==> config.mk <==
export PLATFORM = sky130hd
export DESIGN_NAME = ascii_dec_a_bin
export DESIGN_NICKNAME = d
export VERILOG_FILES = /design/src/rtl/ascii_dec_a_bin.sv
export SDC_FILE = /design/constraint.sdc
export NUM_CORES = 1
export LEC_CHECK = 0
export ABC_AREA = 1
export CAP_MARGIN = 15
export CORE_MARGIN = 10
export CORE_UTILIZATION = 40
export DETAILED_ROUTE_END_ITERATION = 6
export PLACE_DENSITY = 0.6
export SLEW_MARGIN = 30
export SYNTH_ARGS = -nofsm -noshare
export SYNTH_HDL_FRONTEND = slang
export SYNTH_SLANG_ARGS = --single-unit
export TNS_END_PERCENT = 1
==> constraint.sdc <==
create_clock -name clk -period 3 [get_ports clk]
set_clock_uncertainty 0.05 [all_clocks]
set_input_delay 0.6 -clock clk [delete_from_list [all_inputs] [get_ports clk]]
set_output_delay 0.6 -clock clk [all_outputs]
set_load 0.05 [all_outputs]
==> src/rtl/ascii_dec_a_bin.sv <==
// rtl/ascii_dec_a_bin.sv - ASCII decimal character stream to unsigned binary converter
//
// Purpose:
//    Accumulates ASCII decimal digits (most significant digit first) into a binary
//    value. A terminator (CR or LF) publishes the value with a one-cycle listo pulse.
//    A malformed or out-of-range number produces a one-cycle error pulse instead.
//
// Optional feature macro:
//    SEPARADOR_ESPACIO_EN - when defined, a space (0x20) also acts as a terminator.
//
// Ports:
//    clk          in   1      system clock, rising edge
//    rst          in   1      synchronous reset, active-high
//    dato         in   8      ASCII character, sampled when dato_valido=1
//    dato_valido  in   1      character strobe, one character per cycle
//    numero       out  WIDTH  last successfully converted value
//    listo        out  1      one-cycle pulse: numero was just updated
//    error        out  1      one-cycle pulse: terminated number was rejected
//    n_digitos    out  3      digits accumulated in the current number

module ascii_dec_a_bin #(
   parameter int WIDTH      = 8,
   parameter int MAX_DIGITS = 4
) (
   input  logic             clk,
   input  logic             rst,
   input  logic [7:0]       dato,
   input  logic             dato_valido,
   output logic [WIDTH-1:0] numero,
   output logic             listo,
   output logic             error,
   output logic [2:0]       n_digitos
);

   typedef enum logic [1:0] {
      IDLE = 2'd0,
      ACUM = 2'd1,
      ERR  = 2'd2
   } state_t;

   localparam logic [2:0] MAX_N = 3'(MAX_DIGITS);

   state_t           state;
   state_t           state_next;
   logic [WIDTH-1:0] acc;
   logic [WIDTH-1:0] acc_next;
   logic [WIDTH-1:0] numero_next;
   logic [2:0]       n;
   logic [2:0]       n_next;
   logic             listo_next;
   logic             error_next;

   logic             es_dig;
   logic             es_term;
   logic [3:0]       d;
   logic [WIDTH+3:0] acc_x10;
   logic [WIDTH+3:0] acc_new;
   logic             overflow;

   assign es_dig = (dato >= 8'h30) && (dato <= 8'h39);

`ifdef SEPARADOR_ESPACIO_EN
   assign es_term = (dato == 8'h0D) || (dato == 8'h0A) || (dato == 8'h20);
`else
   assign es_term = (dato == 8'h0D) || (dato == 8'h0A);
`endif

   // For '0'..'9' the low nibble equals dato - 48, so no subtractor is needed.
   assign d = dato[3:0];

   // acc*10 built from two shifts; the 4 extra bits hold any overflow so the
   // range check sees the untruncated result.
   assign acc_x10  = ({4'b0000, acc} << 3) + ({4'b0000, acc} << 1);
   assign acc_new  = acc_x10 + {{WIDTH{1'b0}}, d};
   assign overflow = |acc_new[WIDTH+3:WIDTH];

   always_ff @(posedge clk) begin
      if (rst) begin
         state  <= IDLE;
         acc    <= '0;
         n      <= 3'd0;
         numero <= '0;
         listo  <= 1'b0;
         error  <= 1'b0;
      end else begin
         state  <= state_next;
         acc    <= acc_next;
         n      <= n_next;
         numero <= numero_next;
         listo  <= listo_next;
         error  <= error_next;
      end
   end

   // The accumulator is kept at zero whenever the FSM is outside ACUM, so the
   // first digit in IDLE can reuse the same acc*10+d datapath.
   always_comb begin
      state_next  = state;
      acc_next    = acc;
      n_next      = n;
      numero_next = numero;
      listo_next  = 1'b0;
      error_next  = 1'b0;

      case (state)
         IDLE: begin
            if (dato_valido) begin
               if (es_dig) begin
                  acc_next   = acc_new[WIDTH-1:0];
                  n_next     = 3'd1;
                  state_next = overflow ? ERR : ACUM;
               end else if (!es_term) begin
                  state_next = ERR;
               end
            end
         end

         ACUM: begin
            if (dato_valido) begin
               if (es_dig) begin
                  if (n == MAX_N) begin
                     // n stays at MAX_N: n_digitos saturates
                     acc_next   = '0;
                     state_next = ERR;
                  end else if (overflow) begin
                     acc_next   = '0;
                     n_next     = n + 3'd1;
                     state_next = ERR;
                  end else begin
                     acc_next = acc_new[WIDTH-1:0];
                     n_next   = n + 3'd1;
                  end
               end else if (es_term) begin
                  numero_next = acc;
                  listo_next  = 1'b1;
                  acc_next    = '0;
                  n_next      = 3'd0;
                  state_next  = IDLE;
               end else begin
                  acc_next   = '0;
                  state_next = ERR;
               end
            end
         end

         ERR: begin
            if (dato_valido && es_term) begin
               error_next = 1'b1;
               acc_next   = '0;
               n_next     = 3'd0;
               state_next = IDLE;
            end
         end

         default: begin
            acc_next   = '0;
            n_next     = 3'd0;
            state_next = IDLE;
         end
      endcase
   end

   assign n_digitos = n;

endmodule

=== Word-level counts from Yosys, hierarchy flattened ===
Cells that the tools add are included.

* Register bits after elaboration: 23
* Bits of input ports: 11
* Output and inout bits: 13
* Word-level logic and storage cells: 68

* $add $sub $neg: 3
* Magnitude comparators: 2
* Eq/ne operators: 13
* Muxes and demuxes: 29
* Bitwise operators: 4
* Reduce and logical (&&, ||, !) cells: 11

{| class="wikitable"
|+ Operator list
! kind !! number
|-
| 8-bit 2-to-1 mux || 7
|-
| 8-bit case mux with 3 select lines || 1
|-
| 3-bit 2-to-1 mux || 7
|-
| 2-bit 2-to-1 mux || 10
|-
| 8-bit by 4-bit equality test with 1-bit output (second input constant) || 2
|-
| 11-bit by 9-bit adder with 12-bit output || 1
|-
| 12-bit by 4-bit adder with 12-bit output || 1
|-
| 3-bit != test (second input constant) || 3
|-
| 3-bit case mux with 3 select lines || 1
|-
| 8-bit by 6-bit >= comparator with 1-bit output (second input constant) || 1
|-
| 8-bit by 6-bit less-or-equal comparator with 1-bit output (second input constant) || 1
|-
| 2-bit != test (second input constant) || 4
|-
| 4-bit AND reduction || 2
|-
| 4-bit OR reduction || 2
|-
| 2-bit case mux with 3 select lines || 1
|-
| 6-bit AND reduction || 1
|-
| 5-bit AND reduction || 1
|-
| 4-bit != test (second input constant) || 1
|-
| 1-bit inverter || 4
|-
| 3-bit by 1-bit adder with 3-bit output (second input constant) || 1
|-
| 3-bit equality test (second input constant) || 1
|-
| 2-bit by 1-bit equality test with 1-bit output (second input constant) || 1
|-
| 2-bit equality test (second input constant) || 1
|-
| 1-bit logical AND || 2
|-
| other kinds (4) || 5
|}

=== Depth between registers and ports, before layout ===
Gate-level depths: netlist (run 1).

* Word-level depth: 8
* Mapped depth: 16
* Depth with buffers taken out: 16

=== Worst setup path before layout (run 1) ===
OpenSTA, ideal clock, no wires.

* Path type: input to register
* Start point: in dato[3]
* End point: reg state[1]
* Setup time: 111 ps
* Data arrival time: 2511 ps
* Data required time: 2839 ps
* Setup slack: 328 ps
* Stages: 16
* Buffers on the path: 0
* Cells stage by stage: inv_2 > fa_1 > inv_1 > fa_1 > nand2_1 > nand2_1 > nand3_2 > nand2_1 > nand2_1 > nand2_1 > nor2_2 > nand3_2 > nand2_2 > nand2_1 > nand2_1 > nor2_1

* Cells in the longest elaborated chain, start to end: 6
* Elaborated cells between the ends (all ways): 20
* Classes of those cells: add/sub: 1; order compare: 2; eq/ne: 5; mux: 7; reduce/logical: 5

{| class="wikitable"
|+ RTL lines
! item !! line !! source
|-
| start: declaration || 27 || <nowiki>input logic [7:0] dato,</nowiki>
|-
| 12-bit by 4-bit adder with 12-bit output or 8-bit by 4-bit equality test with 1-bit output (tied branches) || 74, 65 ||
|-
| 4-bit OR reduction or 1-bit logical OR (tied branches) || 75, 65 ||
|-
| 2-bit 2-to-1 mux (on tied branches) || 111, 133 ||
|-
| 2-bit 2-to-1 mux (on tied branches) || 108, 120 ||
|-
| 2-bit 2-to-1 mux (on tied branches) || 107, 119 ||
|-
| 2-bit case mux with 3 select lines || 105 || <nowiki>case (state)</nowiki>
|-
| end signal: assignment || 86 || <nowiki>state <= state_next;</nowiki>
|-
| end: declaration || 43 || <nowiki>state_t state;</nowiki>
|}

Parallel ways exist; a longest one is shown, timed or not. The select of a mux whose other input is x is not followed.
A chain may end at the register's enable or synchronous reset.

=== Worst setup path in the final report (run 1) ===
* Start point: in dato[2]
* End point: reg acc[0]

* Cells in the longest elaborated chain, start to end: 7
* Elaborated cells between the ends (all ways): 17
* Classes of those cells: add/sub: 1; order compare: 2; eq/ne: 4; mux: 5; reduce/logical: 5

{| class="wikitable"
|+ RTL lines
! item !! line !! source
|-
| 12-bit by 4-bit adder with 12-bit output || 74 || <nowiki>assign acc_new = acc_x10 + {{WIDTH{1'b0}}, d};</nowiki>
|-
| 4-bit OR reduction || 75 || <nowiki>assign overflow = |acc_new[WIDTH+3:WIDTH];</nowiki>
|-
| 8-bit 2-to-1 mux || 125 || <nowiki>end else if (overflow) begin</nowiki>
|-
| 8-bit 2-to-1 mux || 121 || <nowiki>if (n == MAX_N) begin</nowiki>
|-
| 8-bit 2-to-1 mux || 120 || <nowiki>if (es_dig) begin</nowiki>
|-
| 8-bit 2-to-1 mux || 119 || <nowiki>if (dato_valido) begin</nowiki>
|-
| 8-bit case mux with 3 select lines || 105 ||
|-
| end signal: assignment || 87 || <nowiki>acc <= acc_next;</nowiki>
|-
| end: declaration || 45 || <nowiki>logic [WIDTH-1:0] acc;</nowiki>
|}

Parallel ways exist; a longest one is shown, timed or not. The select of a mux whose other input is x is not followed.

==> metrics.log, run 1 <==
[metrics] result of the run: finished, final reports clean
[metrics] average detailed-routed wire length per instance: 11.7 um
[metrics] max-capacitance violation count: 0
[metrics] area after detailed placement: 2020 um2
[metrics] vias in the first global route: 1468
[metrics] number of nets produced by synthesis: 279
[metrics] Max VDD drop: 0.000259 V
[metrics] area of the placeable core: 4030 um2
[metrics] pin count of the biggest net entering global routing: 16
[metrics] wire length of the first global-routing pass: 6.68 mm
[metrics] diodes inserted: 0
[metrics] Reg2Reg Capture Point: acc[0]
[metrics] fill cell total of the finished layout: 398
[metrics] reg2reg start: acc[2]
[metrics] I/O Buffers: 23
[metrics] total number of clock tree sinks: 23
[metrics] Seq cells post-synth: 23
[metrics] Storage cell area: 460 um2
[metrics] average footprint of a synthesized cell: 6.70 um2
[metrics] TritonCTS clock tree: built
[metrics] die height: 84.6 um
[metrics] H-tree depth: 1
[metrics] final antenna-violating net count: 0
[metrics] biggest fanout along the worst timing path: 8
[metrics] Crit path largest cell delay: 0.42 ns
[metrics] clk slew on worst S/H paths: 0.08 ns
[metrics] clock tree root driver cell: sky130_fd_sc_hd__clkbuf_8
[metrics] element type at the critical path start: primary input
[metrics] setup violators final: 0
[metrics] worst hold endpoint: acc[0]
[metrics] fraction of final layout cells with drive strength greater than 1: 17.5%
[metrics] placed wire-length estimate after detailed placement: 3.23 mm
[metrics] via-per-instance ratio: 4.72
[metrics] final core utilization: 53.2%
[metrics] buffer depth of the longest clock path: 2
[metrics] first-pass iteration count of the detailed router: 4
[metrics] Final GP Congestion: 0.809
[metrics] cell depth of the worst flop-to-flop path: 15
[metrics] cell count of the worst hold path: 2
[metrics] # IOs: 24
[metrics] cell with the most instances on the worst path: sky130_fd_sc_hd__nand2_1
[metrics] clock latency of the later-clocked register in the worst-skew pair: 0.27 ns
[metrics] final-stage net count: 316
[metrics] final non-filler cell area: 2140 um2
[metrics] part of the cycle the worst path needs: 93.2%
[metrics] most frequently used flop master after synthesis: sky130_fd_sc_hd__dfxtp_1
[metrics] Synth Warn #: 0
[metrics] Worst slew margin: 65.1%
[metrics] number of antenna violations at the first check in global routing: 0
[metrics] area enclosed by the die boundary: 7160 um2
[metrics] Static Leakage: 1.06 nW
[metrics] area taken by multi-input logic gates: 1100 um2
[metrics] setup repair after global routing missed its margin: false
[metrics] total wirelength of the detailed-routed design: 3.90 mm
[metrics] clock period minus worst slack: 2.80 ns
[metrics] Starting DRT DRC Count: 66
[metrics] area added between synthesis and finish: 28.5%
[metrics] critical path data required time: 3.14 ns
[metrics] power density over the cells: 502 nW/um2
[metrics] setup slack on the worst flop-to-flop path: 0.49 ns
[metrics] area of the mapped netlist: 1670 um2
[metrics] overall track demand over capacity in global routing: 11.0%
[metrics] quantity of hold-fixing buffers added after cts: 0
[metrics] number of core rows: 23
[metrics] number of instances in the synthesized netlist: 249
[metrics] commonest non-fill, non-tap cells in the layout: sky130_fd_sc_hd__nand2_1, sky130_fd_sc_hd__inv_1, sky130_fd_sc_hd__nor2_1, sky130_fd_sc_hd__dfxtp_1, sky130_fd_sc_hd__clkdlybuf4s50_1
[metrics] WP data arrival: 2.94 ns
[metrics] DIE WIDTH: 84.6 um
[metrics] nature of the critical path endpoint: register
[metrics] Post-synth EDFFs: 0
[metrics] cell breakdown of the critical path: clkdlybuf4s50_1, ha_1, ha_1, fa_2, nand2_2, nand2_4, nand3_2, nand2_1, nand2_1, nand2_1, nor2_2, nand3_2, nand2_4, nand2_2, a21oi_2
[metrics] cell with the largest stage delay on the worst path: sky130_fd_sc_hd__clkdlybuf4s50_1
[metrics] max frequency: 358 MHz
[metrics] initial core utilization: 41.4%
[metrics] proportion of synthesized chip area in sequential cells: 27.6%
[metrics] total number of vias: 1580
[metrics] count of non-filler cells in the finished layout: 335
[metrics] Yosys cell types: 29
[metrics] measured slew at the worst slew-check pin: 0.522 ns
[metrics] min-delay worst type: reg -> reg
[metrics] detailed-route DRC error count: 0
[metrics] share of async-settable or async-resettable flops after synthesis: 0%
[metrics] placed cell count: 329
[metrics] Hold Startpoint: acc[0]
[metrics] total count of max-transition violations in the final report: 0
[metrics] Setup CP Type: in -> reg
[metrics] critical path launch point: dato[2]
[metrics] TritonCTS Buffers: 3
[metrics] overall overflow remaining after global route: 0
[metrics] number of endpoints with negative hold slack in the final report: 0
[metrics] leading cell type in the layout, fill and taps excluded: sky130_fd_sc_hd__nand2_1
==> cell type report <==
| class | count | share of cell area [%] |
|---|---|---|
| well taps | 50 | 2.92 |
| inverters | 40 | 7.00 |
| flip-flops and latches | 23 | 21.5 |
| multi-input cells | 183 | 51.5 |
| clock buffers | 4 | 2.10 |
| repair buffers | 35 | 15.1 |
==> repair_timing <==
action / in CTS / in global routing
pin swaps: 5 / 12
setup buffers: 0 / 2
gates resized for setup: 4 / 13
endpoints found under the setup margin: 9 / 10
cloned: 0 / 0
==> per-stage QoR <==
| step | setup TNS [ns] | hold WS (ns) | power, mW | worst slack [ns] |
|---|---|---|---|---|
| global route | 0 | 0.464 | 1.17 | 0.0296 |
| CTS | 0 | 0.448 | 1.07 | 0.0203 |
| finish | 0 | 0.454 | 1.08 | 0.203 |
| detailed placement | -2.88 | 0.437 | 0.871 | -0.293 |
| floorplan | 0 | 0.412 | 0.734 | 0.328 |
| global placement | -2.41 | 0.430 | 0.868 | -0.253 |
==> metal layers <==
layer  up-vias  share of wire (%)  global-route usage, %
met1       696                 46                   13.2
met5         -                  0                      0
met4         0               0.97                   2.69
met3         4                4.3                   3.29
li1        861                  -                      -
met2        19                 49                   18.6
==> Yosys cell counts (3+ instances only) <==
library cell	number	share of area (%)
sky130_fd_sc_hd__nand2_1	62	14
sky130_fd_sc_hd__dfxtp_1	23	28
sky130_fd_sc_hd__nor2_1	33	7.4
sky130_fd_sc_hd__nand3_1	13	3.9
sky130_fd_sc_hd__nand2_2	4	1.5
sky130_fd_sc_hd__nand3_2	5	3.0
sky130_fd_sc_hd__o21ai_0	12	3.6
sky130_fd_sc_hd__a21oi_1	15	4.5
sky130_fd_sc_hd__nor2_2	3	1.1
sky130_fd_sc_hd__inv_1	36	8.1
sky130_fd_sc_hd__ha_1	17	13
==> how the worst max path moves through the flow <==
stage               endpoint  slack (ns)  cells after the start
floorplan           state[1]        0.33                     16
global placement      acc[0]       -0.25                     16
detailed placement  state[1]       -0.29                     17
CTS                   acc[0]        0.02                     16
global route        state[1]        0.03                     16
finish                acc[0]        0.20                     15
==> where the power goes <==
part / switching [mW] / total, mW / internal, mW
clock: 0.0984 / 0.193 / 0.0949
sequential: 0.0410 / 0.381 / 0.340
combinational: 0.310 / 0.503 / 0.193
total: 0.449 / 1.08 / 0.628
==> worst max-delay path: cells and delay by family <==
| family | cells | cell delay, ns |
|---|---|---|
| adder cells (fa/ha/maj) | 3 | 0.95 |
| AND/OR/NAND/NOR | 10 | 0.84 |
| buffers and inverters | 1 | 0.42 |
| AO/OA/AOI/OAI | 1 | 0.13 |
==> flip-flops by register name, indices dropped and copies added, names as in the netlist <==
signal and cells:
acc 8, numero 8, state 2, error 1
listo 1, n_digitos 3
==> logic make-up (layout without fill, tap and decap cells) <==
logic type	after synthesis	in the layout	share of synthesized area (%)
flip-flops	23	23	27.6
buffers and inverters	43	79	9.90
AND/OR/NAND/NOR	130	130	35.9
adder cells (fa/ha/maj)	19	19	15.1
XOR/XNOR	4	4	2.10
AO/OA/AOI/OAI	30	30	9.37
Note: power is estimated with default switching activity, not from simulation.
==> inputs of run 2 (changes only) <==
--- a/config.mk
+++ b/config.mk
@@ -10,6 +10,7 @@
 export CORE_MARGIN = 10
 export CORE_UTILIZATION = 40
 export DETAILED_ROUTE_END_ITERATION = 6
+export MAX_ROUTING_LAYER = met4
 export PLACE_DENSITY = 0.6
 export SLEW_MARGIN = 30
 export SYNTH_ARGS = -nofsm -noshare
==> run 2 against run 1 <==
Net effect: setup slack hardly changed; sequential power barely moved; first-iteration DRC count stayed put; clock power is essentially flat; power is essentially flat; register-to-register slack hardly changed; die area stayed put; sequential cell count stayed put; global-route usage is 0.32 points higher; critical path depth unchanged; non-clock buffer count unchanged; wire length barely moved.
==> metrics.log, run 2 (synthesized netlist as in run 1, its figures left out) <==
[metrics] result of the run: finished, final reports clean (unchanged)
[metrics] placed wire-length estimate after detailed placement: 3.23 mm (unchanged)
[metrics] number of core rows: 23 (unchanged)
[metrics] DIE WIDTH: 84.6 um (unchanged)
[metrics] clk slew on worst S/H paths: 0.08 ns (about the same)
[metrics] I/O Buffers: 23 (unchanged)
[metrics] Max VDD drop: 0.000259 V (about the same)
[metrics] wire length of the first global-routing pass: 6.67 mm (was 6.68 mm)
[metrics] proportion of power drawn by combinational gates: 46.7% (about the same)
[metrics] number of antenna violations at the first check in global routing: 0 (unchanged)
[metrics] Power Total: 1.08 mW (about the same)
[metrics] total number of clock tree sinks: 23 (unchanged)
[metrics] setup violators final: 0 (unchanged)
[metrics] average detailed-routed wire length per instance: 11.7 um (about the same)
[metrics] final core utilization: 53.2% (unchanged)
[metrics] Static Leakage: 1.06 nW (unchanged)
[metrics] initial core utilization: 41.4% (unchanged)
[metrics] WP data arrival: 2.94 ns (about the same)
[metrics] clock latency of the later-clocked register in the worst-skew pair: 0.27 ns (about the same)
[metrics] buffer depth of the longest clock path: 2 (unchanged)
[metrics] max frequency: 358 MHz (about the same)
[metrics] fraction of final layout cells with drive strength greater than 1: 17.5% (unchanged)
[metrics] max-capacitance violation count: 0 (unchanged)
[metrics] area added between synthesis and finish: 28.5% (unchanged)
[metrics] Worst slew margin: 65.1% (about the same)
[metrics] area enclosed by the die boundary: 7160 um2 (unchanged)
[metrics] critical path data required time: 3.14 ns (about the same)
[metrics] cell depth of the worst flop-to-flop path: 15 (unchanged)
[metrics] leading cell type in the layout, fill and taps excluded: sky130_fd_sc_hd__nand2_1 (unchanged)
[metrics] Setup CP Type: in -> reg (unchanged)
[metrics] nature of the critical path endpoint: register (unchanged)
[metrics] detailed-route DRC error count: 0 (unchanged)
[metrics] total number of vias: 1584 (was 1580)
[metrics] commonest non-fill, non-tap cells in the layout: sky130_fd_sc_hd__nand2_1, sky130_fd_sc_hd__inv_1, sky130_fd_sc_hd__nor2_1, sky130_fd_sc_hd__dfxtp_1, sky130_fd_sc_hd__clkdlybuf4s50_1 (unchanged)
[metrics] switching power as a share of total power: 41.7% (about the same)
[metrics] biggest fanout along the worst timing path: 8 (unchanged)
[metrics] fill cell total of the finished layout: 398 (unchanged)
[metrics] die height: 84.6 um (unchanged)
[metrics] Storage cell area: 460 um2 (unchanged)
[metrics] final-stage net count: 316 (unchanged)
[metrics] number of endpoints with negative hold slack in the final report: 0 (unchanged)
[metrics] reg2reg start: acc[2] (unchanged)
[metrics] clock tree root driver cell: sky130_fd_sc_hd__clkbuf_8 (unchanged)
[metrics] Starting DRT DRC Count: 66 (unchanged)
[metrics] Cell Int Power: 0.628 mW (about the same)
[metrics] diodes inserted: 0 (unchanged)
[metrics] Reg2Reg Capture Point: acc[0] (unchanged)
[metrics] element type at the critical path start: primary input (unchanged)
[metrics] final non-filler cell area: 2140 um2 (unchanged)
[metrics] net switching power: 0.449 mW (about the same)
[metrics] setup slack on the worst flop-to-flop path: 0.49 ns (about the same)
[metrics] Hold Startpoint: acc[0] (unchanged)
[metrics] TritonCTS clock tree: built (unchanged)
[metrics] TritonCTS Buffers: 3 (unchanged)
[metrics] Worst Setup EP: acc[0] (unchanged)
[metrics] area taken by multi-input logic gates: 1100 um2 (unchanged)
[metrics] quantity of hold-fixing buffers added after cts: 0 (unchanged)
[metrics] part of the cycle the worst path needs: 93.2% (about the same)
[metrics] clock network power share: 17.9% (about the same)
[metrics] min-delay worst type: reg -> reg (unchanged)
[metrics] power density over the cells: 502 nW/um2 (about the same)
[metrics] total wirelength of the detailed-routed design: 3.91 mm (was 3.90 mm)
[metrics] vias in the first global route: 1469 (was 1468)
[metrics] final antenna-violating net count: 0 (unchanged)
[metrics] first-pass iteration count of the detailed router: 4 (unchanged)
[metrics] Final GP Congestion: 0.821 (was 0.809)
[metrics] clock period minus worst slack: 2.80 ns (about the same)
[metrics] measured slew at the worst slew-check pin: 0.522 ns (about the same)
[metrics] H-tree depth: 1 (unchanged)
[metrics] overall overflow remaining after global route: 0 (unchanged)
[metrics] critical path launch point: dato[2] (unchanged)
[metrics] sequential group share of total power: 35.4% (about the same)
[metrics] total count of max-transition violations in the final report: 0 (unchanged)
[metrics] # IOs: 24 (unchanged)
[metrics] area of the placeable core: 4030 um2 (unchanged)
[metrics] via-per-instance ratio: 4.73 (was 4.72)
[metrics] setup repair after global routing missed its margin: false (unchanged)
[metrics] pin count of the biggest net entering global routing: 16 (unchanged)
[metrics] area after detailed placement: 2020 um2 (unchanged)
[metrics] overall track demand over capacity in global routing: 11.3% (was 11.0%)
run 2: cell counts in the layout (fill, tap and decap cells not counted):
Identical to the previous run, type by type.
run 2: routing by layer:
layer	routed length [um]	vias to the layer above	share of wire, %	GRT usage, %
met3	115	4	2.9	2.61
met1	1860	697	48	13.5
met2	1900	21	49	18.6
met4	30	0	0.77	2.69
met5	0	-	0	-
li1	-	862	-	-
run 2: what timing repair did:
action | CTS | global route
hold endpoints to repair | 0 | 0
resized for setup | 4 | 13
buffers inserted | 0 | 2
pin swaps | 5 | 12
setup endpoints to repair | 9 | 10
run 2: per-stage QoR:
step	hold WS [ns]	worst slack, ns	setup TNS (ns)	instances
global placement	0.430	-0.253	-2.41	329
detailed placement	0.437	-0.293	-2.88	329
global route	0.464	0.0296	0	335
CTS	0.448	0.0203	0	333
floorplan	0.412	0.328	0	249
finish	0.454	0.204	0	335
run 2: how the worst min path moves through the flow:
stage             end  slack (ns)  cells after the start
2_1_floorplan  acc[0]        0.41                      2
3_3_place_gp   acc[0]        0.43                      2
3_5_place_dp   acc[0]        0.44                      2
4_1_cts        acc[0]        0.45                      2
5_1_grt        acc[0]        0.46                      2
6_report       acc[0]        0.45                      2
run 2: power groups by stage:
stage | Sequential [mW] | Clock [mW] | Combinational [mW]
final | 0.381 | 0.193 | 0.503
after detailed placement | 0.390 | 0 | 0.481
after global placement | 0.388 | 0 | 0.480
after global routing | 0.387 | 0.212 | 0.574
after floorplan | 0.404 | 0 | 0.331
after CTS | 0.382 | 0.202 | 0.488
run 2: worst max-delay path, stage by stage:
cell and delay (ns):
sky130_fd_sc_hd__clkdlybuf4s50_1 0.42, sky130_fd_sc_hd__ha_1 0.30, sky130_fd_sc_hd__ha_1 0.24, sky130_fd_sc_hd__fa_2 0.41, sky130_fd_sc_hd__nand2_2 0.10, sky130_fd_sc_hd__nand2_4 0.06
sky130_fd_sc_hd__nand3_2 0.08, sky130_fd_sc_hd__nand2_1 0.05, sky130_fd_sc_hd__nand2_1 0.06, sky130_fd_sc_hd__nand2_1 0.05, sky130_fd_sc_hd__nor2_2 0.13, sky130_fd_sc_hd__nand3_2 0.13
sky130_fd_sc_hd__nand2_4 0.12, sky130_fd_sc_hd__nand2_2 0.06, sky130_fd_sc_hd__a21oi_2 0.13
run 2: layout make-up:
type | instances | area share [%]
clock buffer | 4 | 2.10
inverter | 40 | 7.00
tap | 50 | 2.92
sequential | 23 | 21.5
multi-input combinational | 183 | 51.5
timing repair buffer | 35 | 15.1
